## config.mk

```make
export PLATFORM = sky130hd
export DESIGN_NAME = nibble_serial_add_ctrl_flat
export DESIGN_NICKNAME = d
export VERILOG_FILES = /design/src/rtl/nibble_serial_add_ctrl_if.sv /design/src/rtl/nibble_serial_add_ctrl.sv /design/src/flat_wrapper.sv
export SDC_FILE = /design/constraint.sdc
export NUM_CORES = 1
export LEC_CHECK = 0
export BUFFER_PORTS_ARGS = -buffer_cell sky130_fd_sc_hd__buf_2
export CORE_MARGIN = 2
export CORE_UTILIZATION = 33
export CTS_BUF_LIST = sky130_fd_sc_hd__clkbuf_4 sky130_fd_sc_hd__clkbuf_8
export CTS_CLUSTER_SIZE = 40
export DETAILED_ROUTE_END_ITERATION = 10
export GPL_TIMING_DRIVEN = 0
export PLACE_DENSITY = 0.59
export SETUP_SLACK_MARGIN = 0.3
export SYNTH_ARGS = -nofsm -noshare
export SYNTH_HDL_FRONTEND = slang
export SYNTH_SLANG_ARGS = --single-unit
```

## constraint.sdc

```tcl
create_clock -name clock -period 2.9 [get_ports clock]
set_input_delay 0.145 -clock clock [delete_from_list [all_inputs] [get_ports clock]]
set_output_delay 0.145 -clock clock [all_outputs]
set_load 0.05 [all_outputs]
```

## src/rtl/nibble_serial_add_ctrl_if.sv

```systemverilog
// Request/result and adder-slice signals of the nibble-serial add/sub sequencer.
// slave = the sequencer; master = the parent that owns the slice and issues requests.
interface nibble_serial_add_ctrl_if #(
  parameter int NIBBLES = 4
);
  localparam int W = 4 * NIBBLES;

  logic         start;
  logic         sub;
  logic [W-1:0] a;
  logic [W-1:0] b;
  logic [3:0]   add_a;
  logic [3:0]   add_b;
  logic         add_cin;
  logic [3:0]   add_s;
  logic [3:0]   add_c;
  logic         busy;
  logic         done;
  logic [W-1:0] sum;
  logic         c_out;
  logic         ovf;

  modport slave (
    input  start, sub, a, b, add_s, add_c,
    output add_a, add_b, add_cin, busy, done, sum, c_out, ovf
  );

  modport master (
    output start, sub, a, b, add_s, add_c,
    input  add_a, add_b, add_cin, busy, done, sum, c_out, ovf
  );
endinterface

```

## src/rtl/nibble_serial_add_ctrl.sv

```systemverilog
// Time-shares an external 4-bit ripple adder slice to add/subtract NIBBLES*4-bit
// operands, one nibble per clock, LSB nibble first.
module nibble_serial_add_ctrl #(
  parameter int NIBBLES = 4
) (
  input  logic                    clock,
  input  logic                    reset,
  nibble_serial_add_ctrl_if.slave bus
);
  localparam int W  = 4 * NIBBLES;
  localparam int IW = (NIBBLES > 1) ? $clog2(NIBBLES) : 1;

  typedef enum logic [1:0] {
    IDLE = 2'd0,
    RUN  = 2'd1,
    DONE = 2'd2
  } state_t;

  state_t        state_r;
  state_t        state_next_s;
  logic [IW-1:0] idx_r;
  logic [IW-1:0] idx_inc_s;
  logic          last_s;
  logic [W-1:0]  a_r;
  logic [W-1:0]  b_r;
  logic          sub_r;
  logic [W-1:0]  sum_r;
  logic          c_out_r;
  logic          ovf_r;
  logic          busy_r;
  logic          done_r;
  logic [3:0]    add_a_r;
  logic [3:0]    add_b_r;
  logic          add_cin_r;

  assign last_s    = (idx_r == IW'(NIBBLES - 1));
  assign idx_inc_s = idx_r + {{(IW-1){1'b0}}, 1'b1};

  // State register
  always_ff @(posedge clock) begin
    if (reset) begin
      state_r <= IDLE;
    end else begin
      state_r <= state_next_s;
    end
  end

  // Next-state decode; an unused encoding falls back to IDLE
  always_comb begin
    state_next_s = IDLE;
    case (state_r)
      IDLE: begin
        if (bus.start) begin
          state_next_s = RUN;
        end else begin
          state_next_s = IDLE;
        end
      end
      RUN: begin
        if (last_s) begin
          state_next_s = DONE;
        end else begin
          state_next_s = RUN;
        end
      end
      DONE:    state_next_s = IDLE;
      default: state_next_s = IDLE;
    endcase
  end

  // Status flags registered from the next state so they align with it
  always_ff @(posedge clock) begin
    if (reset) begin
      busy_r <= 1'b0;
      done_r <= 1'b0;
    end else begin
      busy_r <= (state_next_s == RUN);
      done_r <= (state_next_s == DONE);
    end
  end

  // Operand capture, slice drive and result collection.
  // add_cin_r doubles as the inter-nibble carry register.
  always_ff @(posedge clock) begin
    if (reset) begin
      idx_r     <= '0;
      a_r       <= '0;
      b_r       <= '0;
      sub_r     <= 1'b0;
      sum_r     <= '0;
      c_out_r   <= 1'b0;
      ovf_r     <= 1'b0;
      add_a_r   <= 4'h0;
      add_b_r   <= 4'h0;
      add_cin_r <= 1'b0;
    end else begin
      case (state_r)
        IDLE: begin
          if (bus.start) begin
            a_r       <= bus.a;
            b_r       <= bus.b;
            sub_r     <= bus.sub;
            idx_r     <= '0;
            sum_r     <= '0;
            c_out_r   <= 1'b0;
            ovf_r     <= 1'b0;
            add_a_r   <= bus.a[3:0];
            add_b_r   <= bus.b[3:0] ^ {4{bus.sub}};
            add_cin_r <= bus.sub;
          end
        end
        RUN: begin
          sum_r[{idx_r, 2'b00} +: 4] <= bus.add_s;
          if (last_s) begin
            idx_r     <= '0;
            c_out_r   <= bus.add_c[3];
            ovf_r     <= bus.add_c[3] ^ bus.add_c[2];
            add_a_r   <= 4'h0;
            add_b_r   <= 4'h0;
            add_cin_r <= 1'b0;
          end else begin
            idx_r     <= idx_inc_s;
            add_a_r   <= a_r[{idx_inc_s, 2'b00} +: 4];
            add_b_r   <= b_r[{idx_inc_s, 2'b00} +: 4] ^ {4{sub_r}};
            add_cin_r <= bus.add_c[3];
          end
        end
        DONE: begin
          idx_r <= '0;
        end
        default: begin
          idx_r     <= '0;
          add_a_r   <= 4'h0;
          add_b_r   <= 4'h0;
          add_cin_r <= 1'b0;
        end
      endcase
    end
  end

  assign bus.add_a   = add_a_r;
  assign bus.add_b   = add_b_r;
  assign bus.add_cin = add_cin_r;
  assign bus.busy    = busy_r;
  assign bus.done    = done_r;
  assign bus.sum     = sum_r;
  assign bus.c_out   = c_out_r;
  assign bus.ovf     = ovf_r;
endmodule
```

## src/flat_wrapper.sv

```systemverilog
// flat-port wrapper written by rule: the top's interface ports become plain ports
module nibble_serial_add_ctrl_flat 
#(
  parameter int NIBBLES = 4
)
  (clock, reset, bus_start, bus_sub, bus_a, bus_b, bus_add_s, bus_add_c, bus_add_a, bus_add_b, bus_add_cin, bus_busy, bus_done, bus_sum, bus_c_out, bus_ovf);
  nibble_serial_add_ctrl_if #(.NIBBLES(NIBBLES)) bus_i ();
  input  logic clock;
  input  logic reset;
  input wire logic [$bits(bus_i.start)-1:0] bus_start;
  input wire logic [$bits(bus_i.sub)-1:0] bus_sub;
  input wire logic [$bits(bus_i.a)-1:0] bus_a;
  input wire logic [$bits(bus_i.b)-1:0] bus_b;
  input wire logic [$bits(bus_i.add_s)-1:0] bus_add_s;
  input wire logic [$bits(bus_i.add_c)-1:0] bus_add_c;
  output wire logic [$bits(bus_i.add_a)-1:0] bus_add_a;
  output wire logic [$bits(bus_i.add_b)-1:0] bus_add_b;
  output wire logic [$bits(bus_i.add_cin)-1:0] bus_add_cin;
  output wire logic [$bits(bus_i.busy)-1:0] bus_busy;
  output wire logic [$bits(bus_i.done)-1:0] bus_done;
  output wire logic [$bits(bus_i.sum)-1:0] bus_sum;
  output wire logic [$bits(bus_i.c_out)-1:0] bus_c_out;
  output wire logic [$bits(bus_i.ovf)-1:0] bus_ovf;
  assign bus_i.start = bus_start;
  assign bus_i.sub = bus_sub;
  assign bus_i.a = bus_a;
  assign bus_i.b = bus_b;
  assign bus_i.add_s = bus_add_s;
  assign bus_i.add_c = bus_add_c;
  assign bus_add_a = bus_i.add_a;
  assign bus_add_b = bus_i.add_b;
  assign bus_add_cin = bus_i.add_cin;
  assign bus_busy = bus_i.busy;
  assign bus_done = bus_i.done;
  assign bus_sum = bus_i.sum;
  assign bus_c_out = bus_i.c_out;
  assign bus_ovf = bus_i.ovf;
  nibble_serial_add_ctrl #(.NIBBLES(NIBBLES)) u_core (.clock(clock), .reset(reset), .bus(bus_i));
endmodule
```

==> results_dict.tcl, run 1 <==
set metrics [dict create \
    outcome "finished, final reports clean" \
    clockRootBuffer "clkbuf_8" \
    holdWs_ps 28.2 \
    syn_nets 370 \
    busiest_layer "met2" \
    die_w_um 96.5 \
    drtPass1Iterations 4 \
    yosysSeqAreaShare 0.468 \
    rows 33 \
    routedWlPerCell_um 14.7 \
    drt_iter0_drc 85 \
    r2r_slack_ps 470 \
    ir_drop_uv 241 \
    cts_setup_buffers 0 \
    slew_violations 0 \
    clkSlewWorstSetupHoldPaths_ps 70 \
    port_buffers 69 \
    placed_cell_area_sq_mm 0.00330 \
    worst_setup_path_start_kind "register" \
    grt_antenna_before_repair 0 \
    final_common_cell "nand2_1" \
    required_ps 3170 \
    drc 0 \
    yosysWarnings 0 \
    postSynthAreaPerCell_sq_um 8.83 \
    areaGrowthSynthToFinish_pct 22.9 \
    cts_buffers 9 \
    min_to "u_core.b_r[7]$_SDFFE_PP0P_" \
    io-pin-count 73 \
    totalWireLength_um 7480 \
    min_period_ps 2430 \
    dp_hpwl_um 5410 \
    path_class "reg -> reg" \
    power_density_mw_per_mm2 564 \
    ys_seq_elements 66 \
    slew_headroom 0.622 \
    critPathCaptureType "register" \
    dp_cells 494 \
    hold_class "in -> reg" \
    worstHoldPathCells 3 \
    die_h_um 96.5 \
    grt_pass1_vias 2441 \
    grt_max_degree 12 \
    clock_latency_ps 340 \
    numClockSinks 66 \
    final_cell_mix "nand2_1 (84), buf_2 (76), dfxtp_1 (65)" \
    reg2reg_from "u_core.idx_r[0]$_SDFFE_PP0P_" \
    max_freq_ghz 0.412 \
    diodes 0 \
    finClkSkew_ps 8.01 \
    fin_tns_setup_ps 0 \
    n_fill_cell 878 \
    synthCells 320 \
    ant_nets 0 \
    finalCritPeriodShare 0.837 \
    setup_viol 0 \
    h-tree-depth 3 \
    instances_no_fill 509 \
    maxCapViolCount 0 \
    via_per_inst 5.00 \
    die_area_sq_mm 0.00932 \
    start_util 0.342 \
    worst_pin_slew_ps 560 \
    worstReg2RegEnd "u_core.bus.add_b[2]$_SDFFE_PP0P_" \
    cts_buffer_depth 2 \
    final_nets 450 \
    gp_routability_congestion 0.803 \
    synth.distinct_cells 33 \
    cp_max_fo 10 \
    grt_util_all_layers 0.171 \
    rsz0062_at_grt "no" \
    drive_gt1_frac 0.248 \
    grt_pass1_wl_um 11900 \
    stdcell_area_sq_mm 0.00347 \
    final-hold-violation-count 0 \
    min_from "bus_b[7]" \
    met1_usage 0.214 \
    r2r_cells 7 \
    cts_tree "done" \
    cp_data_arrival_time_ps 2700 \
    gr-usage-met2 0.277 \
    met3_usage 0.0411 \
    syn_area_sq_mm 0.00283 \
    final_util 0.420 \
    num_vias 2547 \
    power.leakage_uw 0.00146 \
    fp.coreArea_sq_mm 0.00826 \
    grt_overflow_total 0 \
]
## registers in the layout, indices dropped and copies added, names as in the netlist
name	count
u_core.bus.ovf	1
u_core.bus.add_a	4
u_core.b_r	16
u_core.bus.add_b	4
u_core.bus.add_cin	1
u_core.bus.busy	1
u_core.bus.sum	16
u_core.idx_r	2
u_core.a_r	16
u_core.bus.c_out	1
u_core.state_r	2
u_core.sub_r	1
u_core.bus.done	1
## stage by stage
step	setup slack [ps]	total power, uW
after floorplan	792	1190
after CTS	435	1980
final	473	1960
after detailed placement	303	1300
after global placement	314	1290
after global routing	317	2050
## logic make-up (layout without fill, tap and decap cells)
logic type	count (synthesis)	count (layout)	share of synthesized area
DFF	66	66	0.468
AOI/OAI and AO/OA	79	79	0.178
buffers and inverters	26	110	0.0403
muxes	8	8	0.0678
adders and majority gates	6	6	0.0266
xor gates and xnor gates	9	9	0.0279
and+or+nand+nor	126	126	0.191
## Yosys cell counts
cell / count / share of area
a21oi_1: 36 / 0.064
nor3b_2: 1 / 0.0044
nor4b_2: 1 / 0.0053
nor2b_1: 1 / 0.0022
mux4_2: 5 / 0.040
o21ai_0: 6 / 0.011
nand2_1: 84 / 0.11
a2bb2oi_1: 1 / 0.0031
a221oi_1: 4 / 0.012
and4_1: 2 / 0.0062
and4b_1: 1 / 0.0035
nor3_1: 5 / 0.0089
buf_6: 1 / 0.0040
nand2b_1: 3 / 0.0066
buf_1: 1 / 0.0013
inv_1: 4 / 0.0053
nand3b_1: 1 / 0.0027
or3_1: 1 / 0.0022
clkbuf_1: 13 / 0.017
nand3_1: 1 / 0.0018
a22o_1: 4 / 0.012
buf_2: 7 / 0.012
a21o_1: 4 / 0.011
xnor2_1: 5 / 0.015
ha_1: 6 / 0.027
a22oi_1: 20 / 0.053
nor2_1: 23 / 0.031
a2111oi_0: 2 / 0.0062
mux4_1: 3 / 0.028
dfxtp_1: 66 / 0.47
a32oi_1: 2 / 0.0062
nor3b_1: 2 / 0.0053
xor2_1: 4 / 0.012
## cell type report
type                    count  area, sq um  area share
multi-input cells         228         1390       0.400
flip-flops and latches     66         1320       0.381
repair buffers             69          345      0.0995
clock buffers              10          138      0.0396
well taps                 105          131      0.0378
plain buffers              22         98.8      0.0285
clock inverters             5         31.3     0.00901
inverters                   4         15.0     0.00432
## power by group
| part | total, uW | switching (uW) | internal (uW) |
|---|---|---|---|
| Combinational | 299 | 190 | 109 |
| Sequential | 973 | 24.3 | 949 |
| Clock | 687 | 362 | 325 |
## metal layers
metal | vias up | share of wire
met5 | - | 0
met4 | 0 | 0.021
met3 | 13 | 0.058
met2 | 77 | 0.46
met1 | 1178 | 0.46
li1 | 1279 | -
## critical path, stage by stage (launching register included)
cell and delay (ps):
dfxtp_2 440, buf_2 290, inv_1 130, ha_1 450
buf_6 210, mux4_2 520, xnor2_1 140, o21ai_0 150
## how the worst max path moves through the flow
stage	start	endpoint	slack [ps]	cells past startpoint
floorplan	u_core.idx_r[0]$_SDFFE_PP0P_	u_core.bus.add_b[2]$_SDFFE_PP0P_	790	7
global placement	u_core.idx_r[0]$_SDFFE_PP0P_	u_core.bus.add_b[2]$_SDFFE_PP0P_	310	7
detailed placement	u_core.idx_r[0]$_SDFFE_PP0P_	u_core.bus.add_b[2]$_SDFFE_PP0P_	300	7
CTS	u_core.idx_r[0]$_SDFFE_PP0P_	u_core.bus.add_b[2]$_SDFFE_PP0P_	430	7
global route	u_core.idx_r[0]$_SDFFE_PP0P_	u_core.bus.add_b[2]$_SDFFE_PP0P_	320	7
finish	u_core.idx_r[0]$_SDFFE_PP0P_	u_core.bus.add_b[2]$_SDFFE_PP0P_	470	7
## repair_timing
item / in CTS / in global routing
gates resized for setup: 1 / 0
hold buffers: 0 / 0
hold endpoints to repair: 0 / 0
setup endpoints to repair: 1 / 0
No activity file was read; power rests on OpenSTA's default activity.
==> run 2, diff against run 1 <==
--- a/config.mk
+++ b/config.mk
@@ -12,7 +12,7 @@
 export CTS_CLUSTER_SIZE = 40
 export DETAILED_ROUTE_END_ITERATION = 10
 export GPL_TIMING_DRIVEN = 0
-export PLACE_DENSITY = 0.59
+export PLACE_DENSITY = 0.61
 export SETUP_SLACK_MARGIN = 0.3
 export SYNTH_ARGS = -nofsm -noshare
 export SYNTH_HDL_FRONTEND = slang
==> constraint.sdc (replaced) <==
create_clock -name clock -period 2.2 [get_ports clock]
set_input_delay 0.11 -clock clock [delete_from_list [all_inputs] [get_ports clock]]
set_output_delay 0.11 -clock clock [all_outputs]
set_load 0.05 [all_outputs]
==> run 2 against run 1 <==
  * Global-route usage shrank 0.81 points
  * Die area is the same
  * Sequential power grew 32%
  * Largest cell class unchanged
==> results_dict.tcl, run 2 (synthesized netlist as in run 1, its figures left out) <==
set metrics [dict create \
    outcome "finished, final reports clean" \
    drive_gt1_frac 0.258 \
    drt_iter0_drc 81 \
    slew_headroom 0.601 \
    hold_class "in -> reg" \
    slew_violations 0 \
    die_h_um 96.5 \
    clockRootBuffer "clkbuf_8" \
    min_period_ps 1810 \
    crit_path_cell_trace "buf_8 -> inv_4 -> ha_4 -> buf_12 -> mux4_2 -> xnor2_2 -> o21ai_1" \
    grt_overflow_total 0 \
    max_freq_ghz 0.553 \
    io-pin-count 73 \
    port_buffers 69 \
    die_area_sq_mm 0.00932 \
    required_ps 2430 \
    cts_tree "done" \
    ant_nets 0 \
    ir_drop_uv 359 \
    setup_viol 0 \
    clkSlewWorstSetupHoldPaths_ps 70 \
    instances_no_fill 527 \
    routedWlPerCell_um 13.8 \
    grt_pass1_vias 2352 \
    num_vias 2555 \
    finClkSkew_ps 7.28 \
    h-tree-depth 3 \
    reg2reg_from "u_core.idx_r[0]$_SDFFE_PP0P_" \
    finalCritPeriodShare 0.822 \
    slowest_delay_ps 520 \
    rows 33 \
    rsz0062_at_grt "no" \
    power.leakage_uw 0.00156 \
    power_density_mw_per_mm2 743 \
    numClockSinks 66 \
    crit_slowest_cell "mux4_2" \
    cts_buffer_depth 2 \
    grt_pass1_wl_um 11400 \
    dp_hpwl_um 5220 \
    final_nets 467 \
    totalWireLength_um 7250 \
    dp_cells 494 \
    maxCapViolCount 0 \
    fin_tns_setup_ps 0 \
    areaGrowthSynthToFinish_pct 31.7 \
    drtPass1Iterations 4 \
    start_util 0.342 \
    cts_buffers 9 \
    cp_max_fo 8 \
    final_common_cell "nand2_1" \
    grt_max_degree 12 \
    grt_util_all_layers 0.163 \
    diodes 0 \
    drc 0 \
    via_per_inst 4.85 \
    final_cell_mix "nand2_1 (84), buf_2 (75), dfxtp_1 (64)" \
    critPathCaptureType "register" \
    final-hold-violation-count 0 \
    worst_setup_path_start_kind "register" \
    grt_antenna_before_repair 0 \
    fp.coreArea_sq_mm 0.00826 \
    path_class "reg -> reg" \
    gp_routability_congestion 0.795 \
    die_w_um 96.5 \
    min_from "bus_a[12]" \
    crit_start "u_core.idx_r[0]$_SDFFE_PP0P_" \
    clock_latency_ps 340 \
    cp_data_arrival_time_ps 2040 \
    worst_pin_slew_ps 594 \
]
-- run 2: cell count changes in the layout (fill, tap and decap cells not counted), moves of 2 or more --
cell / change
dlygate4sd3_1: +14
buf_4: +3
clkinv_2: -2
inv_1: -2
-- run 2: cell type report --
| type | count | area, sq um |
|---|---|---|
| Fill cell | 804 | 4540 |
| Multi-Input combinational cell | 228 | 1410 |
| Sequential cell | 66 | 1330 |
| Timing Repair Buffer | 86 | 508 |
| Clock buffer | 12 | 159 |
| Tap cell | 105 | 131 |
| Buffer | 22 | 118 |
| Clock inverter | 4 | 50.0 |
| Inverter | 4 | 17.5 |
-- run 2: metal layers --
metal | wire length [um] | global-route usage | vias up | part of all wire
li1 | - | - | 1317 | -
met5 | 0 | 0 | - | 0
met1 | 3460 | 0.223 | 1147 | 0.48
met2 | 3210 | 0.243 | 82 | 0.44
met4 | 116 | 0.0763 | 0 | 0.016
met3 | 459 | 0.0380 | 9 | 0.063
-- run 2: where the power goes --
| group | total (uW) | internal (uW) | switching (uW) | leakage [uW] |
|---|---|---|---|---|
| registers | 1280 | 1250 | 30.5 | 0.000541 |
| clock network | 1060 | 596 | 459 | 0.000102 |
| logic | 429 | 176 | 253 | 0.000917 |
| total | 2770 | 2020 | 742 | 0.00156 |
-- run 2: worst paths after layout --
| check | slack, ps | end | cells past startpoint |
|---|---|---|---|
| worst max-delay path | 390 | u_core.bus.add_b[2]$_SDFFE_PP0P_ | 7 |
| worst min-delay path | 10 | u_core.a_r[12]$_SDFFE_PP0P_ | 3 |
| worst max register to register | 390 | u_core.bus.add_b[2]$_SDFFE_PP0P_ | 7 |
| worst min register to register | 450 | u_core.b_r[5]$_SDFFE_PP0P_ | 2 |
-- run 2: critical path: cells and delay by family (launching register included) --
| kind | cells | cell delay (ps) |
|---|---|---|
| DFF | 1 | 360 |
| buffers and inverters | 3 | 280 |
| AOI/OAI and AO/OA | 1 | 80 |
| adders and majority gates | 1 | 300 |
| muxes | 1 | 520 |
| xor gates and xnor gates | 1 | 160 |
-- run 2: timing repair --
item | CTS | global route
hold buffers | 14 | 0
hold endpoints to repair | 14 | 0
endpoints found under the setup margin | 12 | 4
buffers inserted | 1 | 2
gates resized for setup | 4 | 6
pin swaps | 1 | 3
-- run 2: per-stage QoR --
step                      area (sq um)  hold slack, ps  power, uW  setup WS (ps)  utilization
final                             3720            12.8       2770            392        0.450
after global routing              3720            1.49       2900            297        0.450
after CTS                         3690            1.42       2780            318        0.447
after detailed placement          3320             355       1710            114        0.402
after global placement            3320             352       1700            127        0.402
after floorplan                   2850             246       1580            323            -
